===== src/rtl/fir_pkg.sv =====
// Shared definitions for the FIR datapath and its coefficient loader.
package fir_pkg;

  localparam int FIR_COEF_WIDTH = 16;
  localparam int FIR_MAX_TAPS   = 8;

  typedef enum logic [1:0] {
    ST_IDLE,
    ST_COLLECT,
    ST_WRITE,
    ST_DRAIN
  } loader_state_t;

endpackage


===== src/rtl/fir_coeff_loader.sv =====
// Coefficient loader: buffers one host coefficient set in a shadow bank, then
// rewrites every FIR tap in one burst while gating sample valids to the FIR.
//
// state      | meaning
// -----------+---------------------------------------------------------------
// ST_IDLE    | waiting for the first beat of a set (cnt = 0)
// ST_COLLECT | storing beats into the shadow bank
// ST_WRITE   | driving one tap per cycle, index 0..MAX_TAPS-1, zero-filled
// ST_DRAIN   | set was too long; discarding beats up to and including last
module fir_coeff_loader
  import fir_pkg::*;
#(
  parameter int COEF_WIDTH = FIR_COEF_WIDTH,
  parameter int MAX_TAPS   = FIR_MAX_TAPS,
  localparam int IDX_W     = $clog2(MAX_TAPS)
) (
  input  logic                  clk,
  input  logic                  rst,
  input  logic                  s_coef_valid,
  output logic                  s_coef_ready,
  input  logic [COEF_WIDTH-1:0] s_coef_data,
  input  logic                  s_coef_last,
  output logic                  coeff_wr_en,
  output logic [IDX_W-1:0]      coeff_index,
  output logic [COEF_WIDTH-1:0] coeff_value,
  input  logic                  din_valid_in,
  output logic                  din_valid_out,
  output logic                  busy,
  output logic                  load_done,
  output logic                  load_err,
  output logic [7:0]            drop_cnt
);

  // cnt must reach MAX_TAPS while draining, so it is one value wider than an index.
  localparam int CNT_W = $clog2(MAX_TAPS + 1);

  loader_state_t         state, state_nxt;
  logic [CNT_W-1:0]      cnt, cnt_nxt;
  logic [CNT_W-1:0]      len, len_nxt;
  logic [COEF_WIDTH-1:0] shadow [MAX_TAPS];
  logic                  beat;
  logic                  shadow_we;
  logic [IDX_W-1:0]      rd_idx;
  logic                  wr_en_nxt;
  logic [IDX_W-1:0]      index_nxt;
  logic [COEF_WIDTH-1:0] value_nxt;
  logic                  done_nxt;
  logic                  err_nxt;

  assign s_coef_ready  = !rst && (state != ST_WRITE);
  assign beat          = s_coef_valid && s_coef_ready;
  assign din_valid_out = din_valid_in && !coeff_wr_en;
  assign rd_idx        = coeff_index + 1'b1;

  // Next state and next values of the registered outputs.
  always_comb begin
    state_nxt = state;
    cnt_nxt   = cnt;
    len_nxt   = len;
    shadow_we = 1'b0;
    wr_en_nxt = 1'b0;
    index_nxt = '0;
    value_nxt = '0;
    done_nxt  = 1'b0;
    err_nxt   = 1'b0;
    unique case (state)
      ST_IDLE, ST_COLLECT: begin
        if (beat) begin
          shadow_we = 1'b1;
          cnt_nxt   = cnt + 1'b1;
          state_nxt = ST_COLLECT;
          if (s_coef_last) begin
            // Tap 0 goes out on the next cycle; a one-beat set has not
            // reached the shadow bank yet, so bypass it.
            len_nxt   = cnt + 1'b1;
            state_nxt = ST_WRITE;
            wr_en_nxt = 1'b1;
            value_nxt = (cnt == '0) ? s_coef_data : shadow[0];
          end else if (cnt == CNT_W'(MAX_TAPS - 1)) begin
            state_nxt = ST_DRAIN;
          end
        end
      end
      ST_WRITE: begin
        if (coeff_index == IDX_W'(MAX_TAPS - 1)) begin
          done_nxt  = 1'b1;
          cnt_nxt   = '0;
          state_nxt = ST_IDLE;
        end else begin
          wr_en_nxt = 1'b1;
          index_nxt = rd_idx;
          value_nxt = (CNT_W'(rd_idx) < len) ? shadow[rd_idx] : '0;
        end
      end
      ST_DRAIN: begin
        if (beat && s_coef_last) begin
          err_nxt   = 1'b1;
          cnt_nxt   = '0;
          state_nxt = ST_IDLE;
        end
      end
      default: state_nxt = ST_IDLE;
    endcase
  end

  // State, counters and registered outputs.
  always_ff @(posedge clk) begin
    if (rst) begin
      state       <= ST_IDLE;
      cnt         <= '0;
      len         <= '0;
      coeff_wr_en <= 1'b0;
      coeff_index <= '0;
      coeff_value <= '0;
      load_done   <= 1'b0;
      load_err    <= 1'b0;
      busy        <= 1'b0;
    end else begin
      state       <= state_nxt;
      cnt         <= cnt_nxt;
      len         <= len_nxt;
      coeff_wr_en <= wr_en_nxt;
      coeff_index <= index_nxt;
      coeff_value <= value_nxt;
      load_done   <= done_nxt;
      load_err    <= err_nxt;
      busy        <= (state_nxt != ST_IDLE);
    end
  end

  // Shadow bank; contents need no reset because unused taps are zero-filled.
  always_ff @(posedge clk) begin
    if (shadow_we) shadow[cnt[IDX_W-1:0]] <= s_coef_data;
  end

  // Saturating count of samples blocked while taps are being rewritten.
  always_ff @(posedge clk) begin
    if (rst) begin
      drop_cnt <= '0;
    end else if (din_valid_in && coeff_wr_en && (drop_cnt != 8'hFF)) begin
      drop_cnt <= drop_cnt + 8'd1;
    end
  end

endmodule


===== config.mk =====
export PLATFORM = sky130hd
export DESIGN_NAME = fir_coeff_loader
export DESIGN_NICKNAME = d
export VERILOG_FILES = /design/src/rtl/fir_pkg.sv /design/src/rtl/fir_coeff_loader.sv
export SDC_FILE = /design/constraint.sdc
export NUM_CORES = 1
export LEC_CHECK = 0
export CAP_MARGIN = 10
export CORE_ASPECT_RATIO = 0.6
export CORE_MARGIN = 1.5
export CORE_UTILIZATION = 52
export CTS_BUF_LIST = sky130_fd_sc_hd__clkbuf_4 sky130_fd_sc_hd__clkbuf_8 sky130_fd_sc_hd__clkbuf_16
export DETAILED_ROUTE_END_ITERATION = 10
export PLACE_DENSITY_LB_ADDON = 0.08
export SLEW_MARGIN = 40
export SYNTH_ARGS = -nofsm -noshare
export SYNTH_HDL_FRONTEND = slang
export SYNTH_SLANG_ARGS = --single-unit

===== constraint.sdc =====
create_clock -name clk -period 2.66 [get_ports clk]
set_input_delay 0.798 -clock clk [delete_from_list [all_inputs] [get_ports clk]]
set_output_delay 0.798 -clock clk [all_outputs]
set_load 0.005 [all_outputs]

; Word-level counts from Yosys, hierarchy flattened
; Memory sizes are Yosys's and may differ from the RTL's.
; Index checks and enable logic that the tools add are counted.
[totals]
ff_bits = 41
mem_bits_rw = 128
in_bits = 21
output_inout_bits = 33
word_cells = 70
memories = 1
[memory_table]
columns = memory, depth, width, rd, rd_clocked_by_memory_dff, write_ports, line
row1 = shadow, 8, 16, 2, 0, 1, fir_coeff_loader.sv:40  ; logic [COEF_WIDTH-1:0] shadow [MAX_TAPS];
[op_classes]
addsub = 3
order_cmp = 1
n_eq_ne = 10
muxes = 26
bitwise_logic = 2
reduce_logical = 17
[ops]
columns = op, count
row1 = $mux 16, 5
row2 = $pmux 16 s2, 1
row3 = $mux 4, 3
row4 = $pmux 4 s3, 1
row5 = $mux 2, 5
row6 = $mux 1, 9
row7 = $add 8x1->8 const B, 1
row8 = $ne 2x2->1 const B, 4
row9 = $ne 8x8->1 const B, 1
row10 = $logic_and 1x1->1, 6
row11 = $pmux 2 s3, 1
row12 = $reduce_and 3->1, 2
row13 = $reduce_or 2->1, 3
row14 = $add 4x1->4 const B, 1
row15 = $eq 2x2->1 const B, 2
row16 = $eq 4x3->1 const B, 1
row17 = $logic_not 4->1, 1
row18 = $lt 3x4->1, 1
row19 = $add 3x1->3 const B, 1
row20 = $eq 3x3->1 const B, 1
row21 = $reduce_or 3->1, 1
row22 = $eq 2x1->1 const B, 1
row23 = $logic_not 1->1, 2
row24 = $logic_not 2->1, 1
row25 = other kinds (3), 4

; Longest topological paths before layout
; Gate-level depths: netlist of run 1.
[logic_depth]
ltp_word = 7
mapped_depth = 8

; Least setup slack after synthesis of run 1
; Ideal clock, no wire load.
[synth_timing]
kind = input to register
from = input port rst
to = memory shadow[3][0] (netlist bit), enable pin
setup_time_ps = 409
t_arrival_ps = 2286
required_time_ps = 2251
slack_ps = -35
cell_stages = 3
path_cell_list = nor3b_2 -> nand2b_1 -> nor3_1
[synth_between]
elab_chain_len = 7
[synth_lines]
columns = element, line
row1 = start: declaration, fir_coeff_loader.sv:18  ; input logic rst,
row2 = $logic_not 1->1, fir_coeff_loader.sv:50  ; assign s_coef_ready = !rst && (state != ST_WRITE);
row3 = $logic_and 1x1->1, fir_coeff_loader.sv:50
row4 = $logic_and 1x1->1, fir_coeff_loader.sv:51  ; assign beat = s_coef_valid && s_coef_ready;
row5 = $mux 1, fir_coeff_loader.sv:68  ; if (beat) begin
row6 = $mux 1, fir_coeff_loader.sv:66  ; unique case (state)
row7 = $mux 1, fir_coeff_loader.sv:133  ; if (shadow_we) shadow[cnt[IDX_W-1:0]] <= s_coef_data;
row8 = $mux 1 (not written as such), fir_coeff_loader.sv:133
row9 = end: declaration, fir_coeff_loader.sv:40
; No other way between the ends.

; Worst setup path in the final report of run 1
[layout_timing]
from = register coeff_index[0]
to = output port coeff_index[0]
[layout_lines]
columns = element, line
row1 = start: declaration, fir_coeff_loader.sv:24  ; output logic [IDX_W-1:0] coeff_index,
row2 = start signal: assignment, fir_coeff_loader.sv:123  ; coeff_index <= index_nxt;
; No word-level cell between the ends.

==> results of run 1 <==
## layout by cell type (no fill, tap or decap), drive strengths merged, types with 7 or more instances in the layout
master	Yosys	final
mux4	32	32
inv	8	10
buf	14	28
nor2	20	20
clkinv	0	7
clkdlybuf4s50	0	51
ha	7	7
edfxtp	128	128
clkbuf	4	19
nand2	18	18
mux2i	34	34
dfxtp	41	41
o22ai	16	16
## routing by layer
metal  routed length, um  part of all wire, %  vias to the layer above
met2                6250                   46                       78
met1                6780                   50                     1904
met5                   0                    0                        -
li1                    -                    -                     1692
met4                  96                 0.70                        0
met3                 519                  3.8                        9
## power by group through the flow
stage	Sequential [W]	Combinational, W	Clock (W)
6_report	0.00291	0.000373	0.00240
5_1_grt	0.00291	0.000406	0.00254
3_5_place_dp	0.00297	0.000374	0
3_3_place_gp	0.00296	0.000368	0
2_1_floorplan	0.00296	0.000209	0
4_1_cts	0.00291	0.000375	0.00243
## flip-flops by register name (all words and copies together) (netlist names)
register and flops:
shadow 128, coeff_value 16, drop_cnt 8, cnt 4, len 4, coeff_index 3, state 2, busy 1
coeff_wr_en 1, load_done 1, load_err 1
## timing repair
item | CTS | global route
resized for setup | 2 | 0
endpoints found under the hold margin | 0 | 0
setup endpoints to repair | 2 | 0
## worst max path at each step
stage                      to  slack (ps)  cells past startpoint
3_3_place_gp    din_valid_out         -40                      3
3_5_place_dp    din_valid_out         -40                      3
2_1_floorplan    shadow[3][0]         -40                      3
6_report       coeff_index[0]         120                      2
5_1_grt        coeff_index[0]          50                      2
4_1_cts        coeff_index[0]         100                      2
## through the flow
step | setup slack (ps) | instance area, um^2 | power (W)
floorplan | -35.1 | 6760 | 0.00317
global placement | -40.5 | 7630 | 0.00333
detailed placement | -41.5 | 7650 | 0.00334
CTS | 97.7 | 8220 | 0.00572
global route | 52.1 | 8220 | 0.00586
finish | 120 | 8220 | 0.00568
## cells by family (layout without fill, tap and decap cells)
logic type | Yosys count | in the layout | share of synthesized area (%)
AOI/OAI and AO/OA | 40 | 40 | 5.22
xor gates and xnor gates | 5 | 5 | 0.648
adders and majority gates | 7 | 7 | 1.30
buffers and inverters | 26 | 120 | 2.26
DFF | 169 | 169 | 69.0
muxes | 66 | 66 | 15.9
and+or+nand+nor | 71 | 71 | 5.70
## cell usage after synthesis (2+ instances only)
library cell	count	area, um^2
edfxtp_1	128	3840
dfxtp_1	41	821
mux2i_1	34	340
mux4_2	29	653
nor2_1	19	71.3
nand2_1	18	67.6
o22ai_2	10	125
buf_2	8	40.0
ha_1	7	87.6
inv_1	7	26.3
o22ai_1	6	37.5
buf_6	5	56.3
nor3_1	5	25.0
xor2_1	5	43.8
a211oi_1	4	30.0
a21oi_1	4	20.0
and2_1	4	25.0
nand3_1	4	20.0
a311oi_1	3	26.3
clkbuf_1	3	11.3
mux4_1	3	78.8
and3_1	2	12.5
nand2b_1	2	12.5
nor3b_2	2	25.0
nor4_1	2	12.5
o211a_1	2	20.0
o211ai_1	2	15.0
o21ai_1	2	10.0
or4_1	2	15.0
## cell type report
type                    count  share of cell area [%]
repair buffers             81                    9.33
well taps                 170                    2.59
multi-input cells         189                    24.0
flip-flops and latches    169                    56.7
inverters                   8                   0.365
clock inverters            12                    1.52
clock buffers              19                    5.43
## worst max-delay path, cell delays in order, from the launching register on
cell and delay (ps):
dfxtp_1 340, buf_4 400, clkdlybuf4s50_1 590
==> metrics.md, run 1 <==
| Metric | Value |
|---|---|
| Startpoint Class | register |
| Number of antenna repair diodes | 0 |
| FILL cells | 899 |
| Syn nets | 412 |
| Hold Path Class | register to register |
| Mapped cell area | 6760 um^2 |
| Layout Skew | 10.4 ps |
| Gr busiest metal | met1 |
| WL final | 13,600 um |
| Combinational Power Share | 6.6% |
| Finished Layout Cells | 648 |
| Nets | 494 |
| Total gr overflow | 0 |
| Met1 GRT Util | 32.9% |
| Internal power of the cells | 0.00447 W |
| Worst-margin pin slew | 644 ps |
| # Post-CTS Setup Buffers | 0 |
| Slew headroom | 57.1% |
| Synth Instances | 384 |
| Cell Pwr Density | 691 nW/um^2 |
| Placed cell count | 617 |
| CTS HTree Levels | 4 |
| Worst-path clk slew | 60 ps |
| P_sw | 0.00121 W |
| Fmax | 394 MHz |
| Starting Density | 52.9% |
| Final slew viol count | 0 |
| Die Width | 150 um |
| Min-delay src | len[1] |
| Clock Latency Late Sink | 410 ps |
| Die Ht | 91.3 um |
| Core footprint | 12,800 um^2 |
| RSZ-0062 raised after global routing | no |
| CTS Hold Buffers Added | 0 |
| # setup viols final | 0 |
| Critical Path End Type | output port |
| Routed wire length per instance | 21.1 um |
| Final Hold Viols | 0 |
| Post-Route Setup TNS | 0 ps |
| Crit path kind | register to output port |
| Seq/Total Area, Yosys | 69.0% |
| Hold_ws | 461 ps |
| Vias per cell | 5.68 |
| Storage cell area | 4660 um^2 |
| Clock sink total | 169 |
| Worst R2R End | coeff_value[8] |
| Flop pwr share | 51.2% |
| Cts bufs inserted | 17 |
| First-pass GRT wire length | 21,700 um |
| Area delta synth->final | 21.6% |
| Cell depth of the worst min-delay path | 2 |
| FFs w/ async S/R, synth | 0% |
| Pleak | 2.80 nW |
| R2R Path Start | coeff_index[1] |
| Switching share of power | 21.3% |
| Fin util | 64.4% |
| Register-to-register setup slack | 380 ps |
| Peak VDD IR | 0.521 mV |
| Synth Register Bits | 169 |
| Avg Inst Size Synth | 17.6 um^2 |
| GPL Wtd Cong | 0.769 |
| Num rows | 32 |
| DRT iter0 DRCs | 207 |
| Initial antenna violation count | 0 |
| CTS root buf | clkbuf_16 |
| Min Tclk post-route | 2540 ps |
| Number of synthesized flops with an enable pin | 128 |
| Min-Delay Endpoint | len[1] |
| Worst EP required | 1860 ps |
| Die ar. | 13,700 um^2 |
| Top_reg_cell synth | edfxtp_1 |
| Number of port buffers | 53 |
| Hpwl dp | 8410 um |
| DRT Pass-1 Iters | 4 |
| Clock network power share | 42.3% |
| Crit Path Max Fanout | 22 |
| M3 GR Usage | 4.57% |
| Bufs on Longest Clock Path | 2 |
| Drt drc | 0 |
| DR vias | 3,683 |
| Multi-input gate area | 1970 um^2 |
| WP data arrival | 1740 ps |
| Layout cell share with drive strength beyond 1 | 23.2% |
| Max Cap Violations | 0 |
| Library cells used by synthesis | 50 |
| Yosys warns | 0 |
| Overall Global Routing Usage | 22.1% |
| Met2 Use GR | 32.3% |
| Final ANT Viol Nets | 0 |
| Critical Path Source | coeff_index[0] |
| Period utilisation layout | 95.5% |
| R2R cell count | 6 |
| CTS tree | yes |
| Largest net degree at the start of global routing | 34 |
| IO Count | 54 |
| Vias in the first global route | 3,800 |
| Status | complete, no violations |
Note: power is estimated with default switching activity, not from simulation.
==> inputs of run 2 (changes only) <==
--- a/config.mk
+++ b/config.mk
@@ -10,6 +10,7 @@
 export CORE_MARGIN = 1.5
 export CORE_UTILIZATION = 52
 export CTS_BUF_LIST = sky130_fd_sc_hd__clkbuf_4 sky130_fd_sc_hd__clkbuf_8 sky130_fd_sc_hd__clkbuf_16
+export CTS_CLUSTER_SIZE = 28
 export DETAILED_ROUTE_END_ITERATION = 10
 export PLACE_DENSITY_LB_ADDON = 0.08
 export SLEW_MARGIN = 40
==> results of run 2 <==
The final DEF is identical to that of run 1; final timing and power are the same.
==> inputs of run 3 (changes only) <==
--- a/config.mk
+++ b/config.mk
@@ -8,10 +8,11 @@
 export CAP_MARGIN = 10
 export CORE_ASPECT_RATIO = 0.6
 export CORE_MARGIN = 1.5
-export CORE_UTILIZATION = 52
+export CORE_UTILIZATION = 57
 export CTS_BUF_LIST = sky130_fd_sc_hd__clkbuf_4 sky130_fd_sc_hd__clkbuf_8 sky130_fd_sc_hd__clkbuf_16
 export CTS_CLUSTER_SIZE = 28
 export DETAILED_ROUTE_END_ITERATION = 10
+export DONT_BUFFER_PORTS = 1
 export PLACE_DENSITY_LB_ADDON = 0.08
 export SLEW_MARGIN = 40
 export SYNTH_ARGS = -nofsm -noshare
==> constraint.sdc (replaced) <==
create_clock -name clk -period 2.2 [get_ports clk]
set_input_delay 0.66 -clock clk [delete_from_list [all_inputs] [get_ports clk]]
set_output_delay 0.66 -clock clk [all_outputs]
set_load 0.005 [all_outputs]
==> run 3 against run 2 <==
Count of clock-buffer cells in the layout fell by 2. Clock power rose by 21%. Clock skew rose by 3.0 ps. Sequential share of layout area rose by 3.5 points. Combinational power fell by 11%. Sequential cell count did not move. Worst setup slack improved by 14 ps. Hold slack got worse by 160 ps. Cell area fell by 5.8%. Non-clock buffer count fell by 57. Wire length fell by 6.0%. Largest cell class unchanged.
==> metrics.md, run 3 (synthesis gave the netlist of run 1 again) <==
| Metric | Value |
|---|---|
| Power Total | 0.00676 W (+19%) |
| Worst-margin pin slew | 640 ps (-4.22 ps) |
| Crit Path Max Fanout | 33 (+50%) |
| DRT Pass-1 Iters | 4 (unchanged) |
| DRT iter0 DRCs | 271 (+31%) |
| Finished Layout Cells | 582 (-10%) |
| WL final | 12,800 um (-6.0%) |
| Layout cell share with drive strength beyond 1 | 25.8% (+2.6 points) |
| Clock sink total | 169 (unchanged) |
| Nets | 437 (-12%) |
| Min-Delay Endpoint | state[1] |
| Clock network power share | 43.1% (+0.8 points) |
| Layout Skew | 13.4 ps (+2.96 ps) |
| Period utilisation layout | 93.9% |
| IO Count | 54 (unchanged) |
| Initial antenna violation count | 0 (unchanged) |
| Drt drc | 0 (unchanged) |
| Cts bufs inserted | 17 (unchanged) |
| Most frequent cells in the layout | edfxtp_1 (128), dfxtp_1 (41), mux2i_1 (34) |
| Largest net degree at the start of global routing | 34 (unchanged) |
| Critical Path Source | coeff_index[0] |
| Critical Path End Type | register |
| Worst-path clk slew | 60 ps (about the same) |
| Final ANT Viol Nets | 0 (unchanged) |
| Final Hold Viols | 0 (unchanged) |
| Total gr overflow | 0 (unchanged) |
| Fin area | 7740 um^2 (-5.8%) |
| P_sw | 0.00144 W (+19%) |
| Fmax | 484 MHz |
| RSZ-0062 raised after global routing | no |
| Bufs on Longest Clock Path | 2 (unchanged) |
| Slew headroom | 57.3% (+0.24 points) |
| Register-to-register setup slack | 130 ps (-250 ps) |
| Flop pwr share | 52.0% (+0.8 points) |
| Routed wire length per instance | 22.0 um (+4.7%) |
| R2R Path Start | coeff_index[0] |
| Peak VDD IR | 0.600 mV (+15%) |
| Area delta synth->final | 14.5% |
| Switching share of power | 21.3% (+0.060 points) |
| Pleak | 2.59 nW (-7.3%) |
| Combinational Power Share | 4.9% (-1.7 points) |
| Worst EP required | 2500 ps (+640 ps) |
| Number of antenna repair diodes | 0 (unchanged) |
| Worst R2R End | coeff_value[6] |
| Die Ht | 87.4 um (-4.3%) |
| DP Area | 7140 um^2 (-6.7%) |
| Startpoint Class | register |
| Die ar. | 12,500 um^2 (-8.5%) |
| CTS root buf | clkbuf_16 |
| CTS tree | yes |
| Core footprint | 11,400 um^2 (-11%) |
| Vias in the first global route | 3,504 (-7.8%) |
| First-pass GRT wire length | 19,700 um (-9.3%) |
| Final slew viol count | 0 (unchanged) |
| Starting Density | 59.2% (+6.3 points) |
| Most common cell after layout, fill and taps aside | edfxtp_1 |
| GPL Wtd Cong | 0.762 (-0.88%) |
| Status | complete, no violations |
| Internal power of the cells | 0.00532 W (+19%) |
| Crit path kind | register to register |
| Number of port buffers | 0 (-100%) |
| Min Tclk post-route | 2070 ps |
| Vias per cell | 5.94 (+4.4%) |
| Placed cell count | 549 (-11%) |
| Num rows | 30 (-6.3%) |
| DR vias | 3,455 (-6.2%) |
| Hold Path Class | primary input to register |
| Cell depth of the worst min-delay path | 1 (-1) |
| Max Cap Violations | 0 (unchanged) |
| Die Width | 144 um (-4.4%) |
| Overall Global Routing Usage | 22.4% (+0.30 points) |
| Max FFs per register | 128 (unchanged) |
| Hold_ws | 297 ps (-164 ps) |
| Cell Pwr Density | 874 nW/um^2 (+26%) |
| R2R cell count | 6 (unchanged) |
| WP data arrival | 2370 ps (+630 ps) |
| # setup viols final | 0 (unchanged) |
| Min-delay src | rst |
| Clock Latency Late Sink | 420 ps (about the same) |
| CTS HTree Levels | 4 (unchanged) |
| Hpwl dp | 7690 um (-8.6%) |
==> run 3: cell count changes in the layout (fill, tap and decap cells not counted), moves of 2 or more <==
cell	change
dlygate4sd2_1	-2
buf_8	+2
clkdlybuf4s50_1	-51
buf_12	+6
buf_4	-11
==> run 3: repair_timing <==
item                                    4_1_cts  5_1_grt
hold buffers                                  0        0
pin swaps                                     0        1
cloned                                        0        0
setup buffers                                 0        1
gates resized for setup                       2        5
endpoints found under the setup margin        7        9
==> run 3: critical path, stage by stage (launching register included) <==
cell and delay [ps]:
dfxtp_1 320, ha_2 180, ha_1 320, buf_8 280
mux4_2 540, mux2i_1 180, o22ai_2 100
==> run 3: layout make-up <==
class	instances	area, um^2
clock buffer	17	425
inverter	8	30.0
tap	160	200
sequential	169	4660
timing repair buffer	24	295
fill	782	3670
multi-input combinational	189	1970
clock inverter	15	151
==> run 3: power by group through the flow <==
stage / Sequential, W / Combinational (W) / Clock (W)
2_1_floorplan: 0.00358 / 0.000253 / 0
3_3_place_gp: 0.00359 / 0.000324 / 0
3_5_place_dp: 0.00359 / 0.000330 / 0
4_1_cts: 0.00352 / 0.000332 / 0.00296
5_1_grt: 0.00352 / 0.000364 / 0.00306
6_report: 0.00352 / 0.000332 / 0.00291
==> run 3: metrics by stage <==
step           setup WS, ps  TNS (ps)  util [%]
2_1_floorplan          -357    -11430         -
3_3_place_gp          -87.6      -441      62.4
3_5_place_dp           -115      -258      62.5
4_1_cts                25.1         0      67.7
5_1_grt                23.4         0      67.8
6_report                134         0      67.8
==> run 3: worst max-delay path by stage <==
| stage | endpoint | depth (start not counted) |
|---|---|---|
| floorplan | shadow[3][0] | 3 |
| global placement | coeff_value[3] | 7 |
| detailed placement | coeff_value[8] | 6 |
| CTS | coeff_value[8] | 6 |
| global route | coeff_value[6] | 6 |
| finish | coeff_value[6] | 6 |
==> run 3: layer usage <==
metal | track usage [%] | up-vias | share of wire [%]
met5 | 0 | - | 0
met2 | 33.4 | 81 | 47
met1 | 32.2 | 1796 | 48
met4 | 7.51 | 0 | 0.36
li1 | - | 1574 | -
met3 | 6.05 | 4 | 4.8
